==> src/rtl/cv32e40p_pkg.sv <==
// Shared types for the cv32e40p recovery sequencer.
package cv32e40p_pkg;

  localparam int RF_AW  = 6;   // register file address width (covers FP regs)
  localparam int XLEN   = 32;
  localparam int PAIR_W = 5;   // pair counter width: up to 32 pairs

  typedef enum logic [2:0] {
    IDLE,
    SETBACK,
    RF_RD,
    RF_DRAIN,
    PC_RESTORE,
    DONE
  } recovery_state_e;

endpackage

==> src/rtl/cv32e40p_recovery_seq.sv <==
// Recovery sequencer: holds the core in setback, streams the backup RF into
// the core's recovery write ports two registers per cycle, then triggers
// PC/CSR recovery and reports completion.
module cv32e40p_recovery_seq
  import cv32e40p_pkg::*;
#(
  parameter int NUM_REGS       = 32,
  parameter int SETBACK_CYCLES = 2
) (
  input  logic             clk_i,
  input  logic             rst_ni,
  input  logic             start_i,
  output logic             busy_o,
  output logic             done_o,
  output logic             setback_o,
  output logic [RF_AW-1:0] bkp_raddr_a_o,
  output logic [RF_AW-1:0] bkp_raddr_b_o,
  input  logic [XLEN-1:0]  bkp_rdata_a_i,
  input  logic [XLEN-1:0]  bkp_rdata_b_i,
  output logic             recover_o,
  output logic             rf_we_a_o,
  output logic             rf_we_b_o,
  output logic [RF_AW-1:0] rf_waddr_a_o,
  output logic [RF_AW-1:0] rf_waddr_b_o,
  output logic [XLEN-1:0]  rf_wdata_a_o,
  output logic [XLEN-1:0]  rf_wdata_b_o,
  output logic             pc_recover_o
);

  localparam int NUM_PAIRS = NUM_REGS / 2;
  localparam int SB_W      = (SETBACK_CYCLES > 1) ? $clog2(SETBACK_CYCLES) : 1;

  recovery_state_e     state, state_nxt;
  logic [PAIR_W-1:0]   pair_cnt;
  logic [SB_W-1:0]     sb_cnt;
  logic                last_pair;
  logic                sb_last;

  assign last_pair = (pair_cnt == PAIR_W'(NUM_PAIRS - 1));
  assign sb_last   = (sb_cnt == SB_W'(SETBACK_CYCLES - 1));

  // State register
  always_ff @(posedge clk_i or negedge rst_ni) begin
    if (!rst_ni) state <= IDLE;
    else         state <= state_nxt;
  end

  // Next-state logic; start_i is only looked at in IDLE, or in DONE so a
  // request still pending at the end chains straight into a new sequence.
  always_comb begin
    state_nxt = state;
    unique case (state)
      IDLE:       if (start_i)   state_nxt = SETBACK;
      SETBACK:    if (sb_last)   state_nxt = RF_RD;
      RF_RD:      if (last_pair) state_nxt = RF_DRAIN;
      RF_DRAIN:                  state_nxt = PC_RESTORE;
      PC_RESTORE:                state_nxt = DONE;
      DONE:       state_nxt = start_i ? SETBACK : IDLE;
      default:                   state_nxt = IDLE;
    endcase
  end

  // State-decoded control outputs; read addresses only driven while reading
  always_comb begin
    busy_o        = (state != IDLE);
    setback_o     = (state == SETBACK);
    recover_o     = ((state == SETBACK) && sb_last) || (state == RF_RD) ||
                    (state == RF_DRAIN);
    pc_recover_o  = (state == PC_RESTORE);
    done_o        = (state == DONE);
    bkp_raddr_a_o = '0;
    bkp_raddr_b_o = '0;
    if (state == RF_RD) begin
      bkp_raddr_a_o = {pair_cnt, 1'b0};
      bkp_raddr_b_o = {pair_cnt, 1'b1};
    end
  end

  // Pair and setback counters; both rest at zero outside their state
  always_ff @(posedge clk_i or negedge rst_ni) begin
    if (!rst_ni) begin
      pair_cnt <= '0;
      sb_cnt   <= '0;
    end else begin
      pair_cnt <= (state == RF_RD) ? pair_cnt + PAIR_W'(1) : '0;
      sb_cnt   <= ((state == SETBACK) && !sb_last) ? sb_cnt + SB_W'(1) : '0;
    end
  end

  // Write stage: one cycle behind the read; x0 is never written
  always_ff @(posedge clk_i or negedge rst_ni) begin
    if (!rst_ni) begin
      rf_we_a_o    <= 1'b0;
      rf_we_b_o    <= 1'b0;
      rf_waddr_a_o <= '0;
      rf_waddr_b_o <= '0;
      rf_wdata_a_o <= '0;
      rf_wdata_b_o <= '0;
    end else if (state == RF_RD) begin
      rf_we_a_o    <= (bkp_raddr_a_o != '0);
      rf_we_b_o    <= 1'b1;
      rf_waddr_a_o <= bkp_raddr_a_o;
      rf_waddr_b_o <= bkp_raddr_b_o;
      rf_wdata_a_o <= bkp_rdata_a_i;
      rf_wdata_b_o <= bkp_rdata_b_i;
    end else begin
      rf_we_a_o    <= 1'b0;
      rf_we_b_o    <= 1'b0;
      rf_waddr_a_o <= '0;
      rf_waddr_b_o <= '0;
      rf_wdata_a_o <= '0;
      rf_wdata_b_o <= '0;
    end
  end

endmodule
==> config.mk <==
export PLATFORM = sky130hd
export DESIGN_NAME = cv32e40p_recovery_seq
export DESIGN_NICKNAME = d
export VERILOG_FILES = /design/src/rtl/cv32e40p_pkg.sv /design/src/rtl/cv32e40p_recovery_seq.sv
export SDC_FILE = /design/constraint.sdc
export NUM_CORES = 1
export LEC_CHECK = 0
export CORE_MARGIN = 4
export CORE_UTILIZATION = 35
export CTS_CLUSTER_DIAMETER = 200
export DETAILED_ROUTE_END_ITERATION = 10
export PLACE_DENSITY = 0.8
export SKIP_LAST_GASP = 1
export SLEW_MARGIN = 25
export SYNTH_ARGS = -nofsm -noshare
export SYNTH_HDL_FRONTEND = slang
export SYNTH_SLANG_ARGS = --single-unit
==> constraint.sdc <==
create_clock -name clk_i -period 2.9 [get_ports clk_i]
set_input_delay 0.29 -clock clk_i [delete_from_list [all_inputs] [get_ports clk_i]]
set_output_delay 0.29 -clock clk_i [all_outputs]
set_load 0.05 [all_outputs]
# After elaboration in Yosys (flattened, before gate mapping)
# Cells that the tools add are included.
[totals]
latchBits = 0
ramBits = 0
out_inout_bits = 95
register_bits = 87
mem_count = 0
rom_bits = 0
wordCells = 44
[op_classes]
order_cmp = 0
mux = 15
add_sub_neg = 2
bitwise_logic = 0
eq_ne = 9
n_reduce_logical = 9
shift = 0
multipliers = 0
div = 0
[ops]
columns = ["cell", "count"]
rows = [
  ["$mux W32", 2],
  ["$mux W6", 4],
  ["$pmux W3 S6", 1],
  ["$mux W3", 3],
  ["$eq A3 B2 Y1 const B", 2],
  ["$eq A3 B3 Y1 const B", 2],
  ["$reduce_bool A6 Y1", 1],
  ["$add A5 B1 Y5 const B", 1],
  ["$eq A5 B4 Y1 const B", 1],
  ["$mux W5", 1],
  ["$mux W1", 4],
  ["$ne A2 B2 Y1 const B", 2],
  ["$eq A3 B1 Y1 const B", 1],
  ["$logic_not A3 Y1", 1],
  ["$reduce_and A3 Y1", 1],
  ["$reduce_bool A3 Y1", 1],
  ["$logic_and A1 B1 Y1", 2],
  ["$logic_or A1 B1 Y1", 2],
  ["$ne A2 B1 Y1 const B", 1],
  ["$add A1 B1 Y1 const B", 1],
  ["$logic_not A1 Y1", 1],
]

# Depth between registers and ports, before layout
[logic_depth]
ltp_word = 4
ltp_mapped = 7

# Least setup slack after synthesis
# OpenSTA, ideal clock, no wires.
[synth_timing]
path_type = "register -> register"
start = "register state[1]"
end = "register sb_cnt"
path_slack_ns = 0.847
stages_incl_launch_ff = 4
n_path_buf = 1
arrival_time_ns = 1.976
period_less_slack_ns = 2.053
cell_sequence = "dfrtp_1 buf_4 nor3b_1 nor2b_1"
[synth_via]
elab_chain_cells = 3
[synth_lines]
columns = ["element", "line_no", "source"]
rows = [
  ["start: declaration", "cv32e40p_recovery_seq.sv:33", "recovery_state_e state, state_nxt;"],
  ["start signal: assignment", "cv32e40p_recovery_seq.sv:45", "else state <= state_nxt;"],
  ["$eq A3 B1 Y1", "--", ""],
  ["named net setback_o", "cv32e40p_recovery_seq.sv:15", "output logic setback_o,"],
  ["$logic_and A1 B1 Y1", "cv32e40p_recovery_seq.sv:86", "sb_cnt <= ((state == SETBACK) && !sb_last) ? sb_cnt + SB_W'(1) : '0;"],
  ["$mux W1", "cv32e40p_recovery_seq.sv:86", ""],
  ["end signal: assignment", "cv32e40p_recovery_seq.sv:86", ""],
  ["end: declaration", "cv32e40p_recovery_seq.sv:35", "logic [SB_W-1:0] sb_cnt;"],
]
# The timed path passes the listed nets, and every way through them passes these cells.
# A chain may end at the register's enable or synchronous reset.

# Worst setup path in the final report
[layout_timing]
start = "register state[0]"
end = "output bkp_raddr_b_o[2]"
[layout_via]
elab_chain_cells = 2
[layout_lines]
columns = ["element", "line_no", "source"]
rows = [
  ["$eq A3 B2 Y1", "cv32e40p_recovery_seq.sv:73", "if (state == RF_RD) begin"],
  ["$mux W6", "cv32e40p_recovery_seq.sv:73", ""],
  ["end: declaration", "cv32e40p_recovery_seq.sv:17", "output logic [RF_AW-1:0] bkp_raddr_b_o,"],
]
# Every way passes these cells.

==> impl_results.html <==
<table>
<tr><th>Metric</th><th>Value</th></tr>
<tr><th colspan="2">Status</th></tr>
<tr><td>Run status</td><td>complete, but fails checks</td></tr>
<tr><td>Violations in the final reports</td><td>hold timing</td></tr>
<tr><th colspan="2">Critical path</th></tr>
<tr><td>Timing startpoint of the critical path</td><td>state[0]$_DFFE_PN0P_</td></tr>
<tr><td>Critical path endpoint category</td><td>output pin</td></tr>
<tr><td>WS Path Type</td><td>register to output pin</td></tr>
<tr><td>Crit path cell chain</td><td>nor2_4, nand2_4, inv_8, and2_1, clkdlybuf4s50_1</td></tr>
<tr><td>CP Buf/Inv Count</td><td>2</td></tr>
<tr><td>Cell with the largest stage delay on the worst path</td><td>clkdlybuf4s50_1</td></tr>
<tr><td>Worst-path maximum fanout</td><td>between 70 and 80</td></tr>
<tr><td>Crit start category</td><td>register</td></tr>
<tr><td>Largest delay contributor family on the critical path</td><td>buffers and inverters</td></tr>
<tr><td>Data required time at the worst endpoint</td><td>~2.6 ns</td></tr>
<tr><td>Arrival time of data at the critical path endpoint</td><td>around 2.4 ns</td></tr>
<tr><td>Slowest stage delay, CP</td><td>0.83 ns</td></tr>
<tr><td>Beginning of the worst register-to-register path</td><td>state[0]$_DFFE_PN0P_</td></tr>
<tr><th colspan="2">Synthesis</th></tr>
<tr><td>Number of synthesized flops with an enable pin</td><td>0</td></tr>
<tr><td>Post-synth top cells</td><td>dfrtp_1 (80), and2_1 (60), buf_4 (15)</td></tr>
<tr><td>Post-synth top area share</td><td>69.72%</td></tr>
<tr><td>Mean Syn Cell Area</td><td>roughly 14 sq um</td></tr>
<tr><td>Cell variety after synth</td><td>26</td></tr>
<tr><td>Fraction of the yosys area taken by sequential cells</td><td>69.72%</td></tr>
<tr><td>Dominant register cell in the synthesized netlist</td><td>dfrtp_1</td></tr>
<tr><td>Synth area leaders</td><td>dfrtp_1 (70%), and2_1 (13%), buf_4 (3.9%), buf_6 (3.1%), and2_2 (2.4%)</td></tr>
<tr><td>Most numerous cell in the Yosys netlist</td><td>dfrtp_1</td></tr>
<tr><td>Count of yosys warnings during synthesis</td><td>0</td></tr>
<tr><td>Largest area contributor in the netlist</td><td>dfrtp_1</td></tr>
<tr><td>Seq cells post-synth</td><td>80</td></tr>
<tr><td>Post-synthesis cell count</td><td>roughly 210</td></tr>
<tr><td>Post-Syn Area</td><td>~2900 sq um</td></tr>
<tr><td>Post-synthesis async set-or-reset flop share</td><td>between 90% and 100%</td></tr>
<tr><th colspan="2">Placement</th></tr>
<tr><td>Half-perimeter wire length after placement</td><td>just over 5000 microns</td></tr>
<tr><td>Placed cell count</td><td>roughly 450</td></tr>
<tr><td>IO Port Bufs</td><td>between 150 and 200</td></tr>
<tr><td>RePlAce Congestion</td><td>between 0.7 and 0.8</td></tr>
<tr><td>Minimum setup slack after placement</td><td>around 0.5 ns</td></tr>
<tr><th colspan="2">Finish</th></tr>
<tr><td>Post-Layout Cell Count</td><td>462</td></tr>
<tr><td>Share of layout cells above drive strength 1</td><td>8.333%</td></tr>
<tr><td>Final Core Density</td><td>about three fifths</td></tr>
<tr><td>Number of nets in the final layout</td><td>~420</td></tr>
<tr><td>Number of antenna cells inserted</td><td>0</td></tr>
<tr><td>Synthesis-to-layout area growth</td><td>61.53%</td></tr>
<tr><th colspan="2">Timing</th></tr>
<tr><td>Worst slew pin tran</td><td>about 0.70 ns</td></tr>
<tr><td>Setup tns final</td><td>0 ns</td></tr>
<tr><td>Total of endpoints with negative setup slack in the final report</td><td>0</td></tr>
<tr><td>Hold_ws</td><td>-0.04046 ns</td></tr>
<tr><td>Worst slew margin</td><td>~54%</td></tr>
<tr><td>Pins over their slew limit</td><td>0</td></tr>
<tr><td>Tmin final</td><td>approximately 2.7 ns</td></tr>
<tr><td>Final period utilization</td><td>about 94%</td></tr>
<tr><td>Peak Freq</td><td>367.6 MHz</td></tr>
<tr><td>Final WS setup</td><td>about 0.18 ns</td></tr>
<tr><td>Total count of hold-check failures in the final report</td><td>between 50 and 60</td></tr>
<tr><td>RSZ-0062 raised after global routing</td><td>false</td></tr>
<tr><td>Worst Clk Skew</td><td>about 0.0094 ns</td></tr>
<tr><th colspan="2">Detailed routing</th></tr>
<tr><td>Total met2 wirelength after detailed routing</td><td>3450 microns</td></tr>
<tr><td>Highest metal layer used by the detailed router</td><td>met4</td></tr>
<tr><td>Wire length per cell</td><td>approximately 15 microns</td></tr>
<tr><td>Starting DRC count in detailed routing</td><td>just under 50</td></tr>
<tr><td>Remaining DRCs</td><td>0</td></tr>
<tr><td>Iteration count of the initial detailed-routing pass</td><td>4</td></tr>
<tr><td>Vias per cell</td><td>between 4 and 5</td></tr>
<tr><td>Routed length on met1</td><td>roughly 2600 microns</td></tr>
<tr><td>Total via count after detailed routing</td><td>just under 2000</td></tr>
<tr><td>Remaining antenna violation count after routing</td><td>0</td></tr>
<tr><td>Met3 wire length</td><td>roughly 700 microns</td></tr>
<tr><td>Post-Route WL</td><td>a little under 7000 microns</td></tr>
<tr><th colspan="2">Floorplan</th></tr>
<tr><td>Die H</td><td>98.58 microns</td></tr>
<tr><td>Total core area</td><td>~7800 sq um</td></tr>
<tr><td>IO Count</td><td>roughly 160</td></tr>
<tr><td>Cell Rows</td><td>32</td></tr>
<tr><td>Die Footprint</td><td>between 9000 and 10000 sq um</td></tr>
<tr><td>Effective utilization at floorplan</td><td>36.59%</td></tr>
<tr><td>Horizontal die dimension</td><td>98.58 microns</td></tr>
<tr><th colspan="2">Pwr</th></tr>
<tr><td>VDD IR-drop max</td><td>around 500 uV</td></tr>
<tr><td>Power density normalized to cell area</td><td>832.2 nW/um^2</td></tr>
<tr><td>Leakage</td><td>around 2.1 nW</td></tr>
<tr><th colspan="2">Min path</th></tr>
<tr><td>Tightest Hold Check Type</td><td>input port to async pin</td></tr>
<tr><th colspan="2">Global routing</th></tr>
<tr><td>GRT Util Overall</td><td>~14%</td></tr>
<tr><td>Pin count of the biggest net entering global routing</td><td>between 80 and 90</td></tr>
<tr><td>Via count of the first global-routing pass</td><td>about 2100</td></tr>
<tr><td>Overflow left after global routing</td><td>0</td></tr>
<tr><td>Initial antenna violation count</td><td>0</td></tr>
<tr><td>First-pass GRT wire length</td><td>between 10000 and 15000 microns</td></tr>
<tr><th colspan="2">Clocking</th></tr>
<tr><td>H-Tree Level Count</td><td>3</td></tr>
<tr><td>Number of buffers created by CTS</td><td>9</td></tr>
<tr><td>Insertion delay of the later-clocked pin in the worst-skew pair</td><td>about 0.34 ns</td></tr>
<tr><td>Total number of clock tree sinks</td><td>80</td></tr>
<tr><td>Maximum clock path buffer count</td><td>2</td></tr>
<tr><td>CTS root buf</td><td>clkbuf_8</td></tr>
<tr><td>TritonCTS clock tree</td><td>done</td></tr>
<tr><td>Quantity of hold-fixing buffers added after cts</td><td>0</td></tr>
<tr><td>Clock-pin transition on the worst setup and hold timing paths</td><td>approximately 0.090 ns</td></tr>
<tr><th colspan="2">Job</th></tr>
<tr><td>Max Cap Violations</td><td>0</td></tr>
</table>
logic make-up (layout without fill, tap and decap cells):
kind of cell               after synthesis  count (layout)  share of synthesized area [%]
buffers and inverters                   25             177                          7.582
other                                    1               2                         0.1306
adders and majority gates                2               2                         0.8713
DFF                                     80              80                          69.72
and+or+nand+nor                         91              91                          19.87
AOI/OAI and AO/OA                        6               6                          1.220
xor gates and xnor gates                 2               2                         0.6101
worst register-to-register path: stages, from the launching register on:
cell	delay [ns]
dfrtp_1	0.49
nor2_4	0.16
nand2_4	0.11
inv_8	0.26
and2_2	0.24
worst paths after layout:
path / endpoint / slack, ns / cells past startpoint
max in group asynchronous: pair_cnt[3]$_DFF_PN0_ / 2.45 / 1
worst max-delay path: bkp_raddr_b_o[2] / 0.18 / 5
worst max register to register: rf_waddr_b_o[3]$_DFF_PN0_ / 1.56 / 4
worst min register to register: sb_cnt$_DFF_PN0_ / 0.48 / 1
min in group clk_i: sb_cnt$_DFF_PN0_ / 0.48 / 1
worst min-delay path: rf_wdata_a_o[18]$_DFF_PN0_ / -0.04 / 1
cell usage in the layout, fill, tap and decap left out, types with 2 or more instances in the layout:
master           synthesis  routed
bufinv_16                0       3
nand2_1                  4       4
dfrtp_1                 80      80
and2_2                   9       9
conb_1                   1       2
ha_1                     2       2
nor2_1                   7       7
and2_1                  60      60
nor3b_1                  3       3
inv_6                    0       2
clkbuf_8                 0       9
clkdlybuf4s50_1          0     157
a21oi_1                  3       3
routing by layer:
| metal | GRT usage (%) | up-vias |
|---|---|---|
| met4 | 4.097 | 0 |
| li1 | - | 916 |
| met5 | 0 | - |
| met1 | 16.04 | 925 |
| met3 | 6.723 | 7 |
| met2 | 24.49 | 108 |
report_power, final:
part	leakage, nW	internal, mW	switching, mW
clock	0.117	0.578	0.404
combinational	0.909	0.519	0.970
sequential	1.10	1.29	0.100
layout make-up:
type	count	area (sq um)
tap	102	127.6
clock buffer	10	127.6
inverter	2	15.01
clock inverter	6	115.1
fill	650	3209
sequential	80	2002
timing repair buffer	159	1595
multi-input combinational	103	655.6
per-stage QoR:
stage | power (mW) | area [sq um]
2_1_floorplan | 2.430 | 2875
3_3_place_gp | 2.890 | 4389
3_5_place_dp | 2.914 | 4389
4_1_cts | 3.907 | 4632
5_1_grt | 4.032 | 4638
6_report | 3.860 | 4638
registers in the layout, summed over array words and instances (netlist names):
register      cells
rf_wdata_b_o     32
rf_we_a_o         1
rf_waddr_b_o      4
rf_wdata_a_o     32
pair_cnt          5
sb_cnt            1
rf_waddr_a_o      1
state             3
rf_we_b_o         1
what timing repair did:
item,CTS,global route
gates resized for setup,0,1
setup endpoints to repair,0,1
buffers inserted,0,0
Power figures use the tool's default switching activity.
